==> config.mk <==
export PLATFORM = sky130hd
export DESIGN_NAME = alu_flag_writeback
export DESIGN_NICKNAME = d
export VERILOG_FILES = /design/src/rtl/alu_flag_writeback.sv
export SDC_FILE = /design/constraint.sdc
export NUM_CORES = 1
export LEC_CHECK = 0
export ABC_AREA = 1
export CAP_MARGIN = 10
export CORE_MARGIN = 10
export CORE_UTILIZATION = 51
export CTS_BUF_LIST = sky130_fd_sc_hd__clkbuf_4 sky130_fd_sc_hd__clkbuf_8
export DETAILED_ROUTE_END_ITERATION = 16
export PLACE_DENSITY = 0.94
export SLEW_MARGIN = 40
export SYNTH_ARGS = -nofsm -noshare
export SYNTH_HDL_FRONTEND = slang
export SYNTH_SLANG_ARGS = --single-unit
==> constraint.sdc <==
create_clock -name clk -period 6.01 [get_ports clk]
set_clock_uncertainty 0.05 [all_clocks]
set_input_delay 1.202 -clock clk [delete_from_list [all_inputs] [get_ports clk]]
set_output_delay 1.202 -clock clk [all_outputs]
set_load 0.01 [all_outputs]
==> src/rtl/alu_flag_writeback.sv <==
// alu_flag_writeback: PSR register, branch verdicts and writeback FIFO after the ALU.
// Optional macro ALU_WB_BYPASS_EN: same-cycle register-file write when the FIFO is empty.
module alu_flag_writeback #(
  parameter int WIDTH = 16,
  parameter int DEPTH = 2,
  parameter int AW    = 4
) (
  input  logic             clk,
  input  logic             reset_n,
  input  logic             in_valid,
  output logic             in_ready,
  input  logic [WIDTH-1:0] in_result,
  input  logic [7:0]       in_psr,
  input  logic [AW-1:0]    in_dst,
  input  logic             in_wb_en,
  input  logic             in_flag_we,
  input  logic             in_cond_en,
  input  logic [3:0]       in_cond,
  output logic             rf_we,
  output logic [AW-1:0]    rf_waddr,
  output logic [WIDTH-1:0] rf_wdata,
  input  logic             rf_ready,
  output logic [7:0]       psr_q,
  output logic             branch_valid,
  output logic             branch_taken
);

  localparam int PW = (DEPTH > 1) ? $clog2(DEPTH) : 1;
  localparam int CW = $clog2(DEPTH + 1);
  localparam logic [CW-1:0] FULLC = CW'(DEPTH);
  localparam logic [CW-1:0] ONE = CW'(1);

  logic [AW-1:0]    dmem [DEPTH];
  logic [WIDTH-1:0] wmem [DEPTH];
  logic [PW-1:0]    rp;
  logic [PW-1:0]    wp;
  logic [CW-1:0]    cnt;
  logic             full;
  logic             empty;
  logic             acc;
  logic             push;
  logic             pop;
  logic             byp;
  logic             cond_hit;
  logic             unused_psr;

  assign unused_psr = ^in_psr[7:5];

  assign full     = (cnt == FULLC);
  assign empty    = (cnt == '0);
  assign in_ready = ~full;
  assign acc      = in_valid & in_ready;

`ifdef ALU_WB_BYPASS_EN
  assign byp   = empty & rf_ready & in_valid & in_wb_en;
  assign rf_we = ~empty | (in_valid & in_wb_en);
  assign rf_waddr = ~empty ? dmem[rp] :
                    (in_valid & in_wb_en) ? in_dst : '0;
  assign rf_wdata = ~empty ? wmem[rp] :
                    (in_valid & in_wb_en) ? in_result : '0;
`else
  assign byp      = 1'b0;
  assign rf_we    = ~empty;
  assign rf_waddr = empty ? '0 : dmem[rp];
  assign rf_wdata = empty ? '0 : wmem[rp];
`endif

  assign push = acc & in_wb_en & ~byp;
  assign pop  = rf_we & rf_ready & ~empty;

  // branch condition decode against the pre-update PSR
  always_comb begin
    cond_hit = 1'b0;
    unique case (in_cond)
      4'b0000: cond_hit = psr_q[4];
      4'b0001: cond_hit = ~psr_q[4];
      4'b0010: cond_hit = psr_q[3];
      4'b0011: cond_hit = ~psr_q[3];
      4'b0100: cond_hit = psr_q[0];
      4'b0101: cond_hit = ~psr_q[0];
      4'b0110: cond_hit = psr_q[1];
      4'b0111: cond_hit = ~psr_q[1];
      4'b1000: cond_hit = psr_q[2];
      4'b1001: cond_hit = ~psr_q[2];
      4'b1010: cond_hit = ~psr_q[0] & ~psr_q[4];
      4'b1011: cond_hit = psr_q[0] | psr_q[4];
      4'b1100: cond_hit = ~psr_q[1] & ~psr_q[4];
      4'b1101: cond_hit = psr_q[1] | psr_q[4];
      4'b1110: cond_hit = 1'b1;
      4'b1111: cond_hit = 1'b0;
      default: cond_hit = 1'b0;
    endcase
  end

  // FIFO storage; contents are don't-care until count covers them
  always_ff @(posedge clk) begin
    if (push) begin
      dmem[wp] <= in_dst;
      wmem[wp] <= in_result;
    end
  end

  // FIFO pointers and occupancy
  always_ff @(posedge clk or negedge reset_n) begin
    if (!reset_n) begin
      rp  <= '0;
      wp  <= '0;
      cnt <= '0;
    end else begin
      if (push) wp <= wp + 1'b1;
      if (pop)  rp <= rp + 1'b1;
      unique case ({push, pop})
        2'b10:   cnt <= cnt + ONE;
        2'b01:   cnt <= cnt - ONE;
        default: cnt <= cnt;
      endcase
    end
  end

  // PSR register and one-cycle branch verdict
  always_ff @(posedge clk or negedge reset_n) begin
    if (!reset_n) begin
      psr_q        <= 8'h00;
      branch_valid <= 1'b0;
      branch_taken <= 1'b0;
    end else begin
      if (acc & in_flag_we) psr_q <= {3'b000, in_psr[4:0]};
      branch_valid <= acc & in_cond_en;
      branch_taken <= acc & in_cond_en & cond_hit;
    end
  end

endmodule

==> results.sh <==
export IMPL_cellLeakagePower_nw=1.14
export IMPL_p_sw_w=0.000425
export IMPL_viasPerCell=5.03
export IMPL_hpwl_mm=3.55
export IMPL_clk_pin_slew_ns=0.08
export IMPL_final_nets=300
export IMPL_path_cells="inv_1, nand2_1, a21oi_1, clkdlybuf4s50_1"
export IMPL_hold_violations=0
export IMPL_placementRows=23
export IMPL_grt_max_degree=23
export IMPL_fill_cells=280
export IMPL_die_w_um=84.7
export IMPL_cts_htree_levels=2
export IMPL_cts_buffers=5
export IMPL_worst_pin_slew_ns=0.745
export IMPL_holdCritPathClass="reg -> reg"
export IMPL_sw_frac_of_total=0.348
export IMPL_post_drt_wl_per_cell_um=15.3
export IMPL_drive_gt1_frac=0.0575
export IMPL_grt_use_total=0.132
export IMPL_drv_slew=0
export IMPL_critPathRequiredTime_ns=4.76
export IMPL_clock_sinks=51
export IMPL_area_growth_pct=35.8
export IMPL_timing_fmax_mhz=269
export IMPL_place_congestion=0.814
export IMPL_finalNonFillerCells=311
export IMPL_clkPwrFrac=0.147
export IMPL_ys_seq_area_frac=0.691
export IMPL_die_y_um=84.7
export IMPL_synth_seq_cells=51
export IMPL_cts_root_buf="clkbuf_8"
export IMPL_first_pass_iters=4
export IMPL_setup_tns_ns=0
export IMPL_synth_area_um2=2140
export IMPL_grt_pass1_wl_mm=7.64
export IMPL_wirelength_mm=4.75
export IMPL_io_buffers=64
export IMPL_dp_cells=303
export IMPL_irDropWorstVdd_v=0.000226
export IMPL_yosysWarnings=0
export IMPL_worstSetupStartpointType="flop"
export IMPL_min_period_ns=3.71
export IMPL_comb_power_share=0.438
export IMPL_cts_setup_buffers=0
export IMPL_cpPeakStageDelay_ns=0.67
export IMPL_core_um2=4030
export IMPL_route_detailed_drc=0
export IMPL_final_setup_viol_count=0
export IMPL_finalCritPeriodShare=0.618
export IMPL_critical_path_slowest_cell="dfrtp_1"
export IMPL_cp_max_fo=22
export IMPL_ys_types=20
export IMPL_slew_limit_headroom=0.503
export IMPL_clockBufferDepth=2
export IMPL_globalRouteOverflowTotal=0
export IMPL_vias=1563
export IMPL_start_util=0.530
export IMPL_cts_tree="built"
export IMPL_netlist_instances=197
export IMPL_rsz0062_at_grt="no"
export IMPL_p_int_w=0.000795
export IMPL_pwr_density_cell_nw_per_um2=421
export IMPL_pwr_share_seq=0.415
export IMPL_finalPower_w=0.00122
export IMPL_ctsResizeCount=0
export IMPL_antenna_found_initial=0
export IMPL_end_kind="primary output"
export IMPL_syn_avg_cell_area_um2=10.8
export IMPL_dieArea_um2=7180
export IMPL_clk_latency_ns=0.28
export IMPL_antenna_left=0
export IMPL_status="completed"
export IMPL_worst_ep_arrival_time_ns=2.46
export IMPL_critPathTopFamily="buffers and inverters"
export IMPL_io_pins=71
export IMPL_cts_hold_buf=0
export IMPL_drv_cap=0
export IMPL_antenna_cells=0
export IMPL_timing_setup_critical_path_class="reg -> out"
export IMPL_drt_first_iter_violations=56
export IMPL_crit_buf_inv=2
export IMPL_first_global_vias=1702
cells in the final DEF, fill, tap and decap left out, drive strengths merged, types with 3 or more instances in the layout:
cell type / count
a21oi: 26
clkbuf: 5
clkdlybuf4s50: 64
conb: 3
dfrtp: 11
edfxtp: 40
inv: 15
nand2: 66
nand3: 8
nor2: 13
cell usage after synthesis:
cell type | count | area share
a21oi_1 | 26 | 0.061
buf_1 | 2 | 0.0035
buf_2 | 3 | 0.0070
buf_4 | 3 | 0.011
clkbuf_1 | 2 | 0.0035
conb_1 | 1 | 0.0018
dfrtp_1 | 11 | 0.13
edfxtp_1 | 40 | 0.56
ha_1 | 1 | 0.0059
inv_1 | 13 | 0.023
inv_2 | 2 | 0.0035
mux2_4 | 1 | 0.0070
nand2_1 | 63 | 0.11
nand2_2 | 2 | 0.0059
nand2_4 | 1 | 0.0053
nand3_1 | 8 | 0.019
nor2_1 | 13 | 0.023
o21ai_0 | 1 | 0.0023
xnor2_1 | 2 | 0.0082
xor2_1 | 2 | 0.0082
stage by stage:
step	cell area [µm²]	util	setup WS (ns)	hold slack, ns
floorplan	2140	-	3.27	0.437
detailed placement	2820	0.699	2.60	0.478
finish	2900	0.720	2.30	0.510
global route	2900	0.720	2.04	0.544
CTS	2900	0.720	2.28	0.513
global placement	2800	0.695	2.61	0.473
flip-flops by register name, summed over array words and instances (netlist names):
signal        flops
rp                1
psr_q             5
dmem              8
cnt               2
wp                1
branch_valid      1
branch_taken      1
wmem             32
path summary, 6_finish.rpt:
path                           from          end  slack, ns  cells after the start
max reg2reg                  cnt[0]       cnt[1]       4.07                      6
min reg2reg                psr_q[2]     psr_q[2]       0.51                      1
min                        psr_q[2]     psr_q[2]       0.51                      1
min in group asynchronous   reset_n     psr_q[4]       1.20                      1
max                              rp  rf_wdata[4]       2.30                      4
max in group asynchronous   reset_n           rp       4.37                      1
per-layer routing:
| metal | vias to the layer above | global-route usage | routed length, µm |
|---|---|---|---|
| li1 | 771 | - | - |
| met1 | 725 | 0.131 | 1700 |
| met2 | 61 | 0.237 | 2580 |
| met3 | 6 | 0.0618 | 424 |
| met4 | 0 | 0.0449 | 53 |
| met5 | - | 0 | 0 |
power by group through the flow:
stage / clock [W] / combinational (W) / sequential [W]
final: 0.000180 / 0.000535 / 0.000506
after detailed placement: 0 / 0.000541 / 0.000513
after global routing: 0.000201 / 0.000594 / 0.000515
after CTS: 0.000184 / 0.000542 / 0.000506
after global placement: 0 / 0.000521 / 0.000508
after floorplan: 0 / 0.000269 / 0.000492
logic make-up after synthesis:
logic type,after synthesis,synth area share
AND/OR/NAND/NOR,87,0.163
adder cells (fa/ha/maj),1,0.00586
multiplexers,1,0.00703
other,1,0.00176
flip-flops,51,0.691
XOR/XNOR,4,0.0164
buffers and inverters,25,0.0510
AO/OA/AOI/OAI,27,0.0633
cell type report:
class,instances,area [µm²],area share
flip-flops and latches,51,1480,0.509
well taps,50,62.6,0.0216
repair buffers,64,641,0.221
clock buffers,5,68.8,0.0237
inverters,15,56.3,0.0194
multi-input cells,123,581,0.200
clock inverters,3,15.0,0.00518
Power figures use the tool's default switching activity.
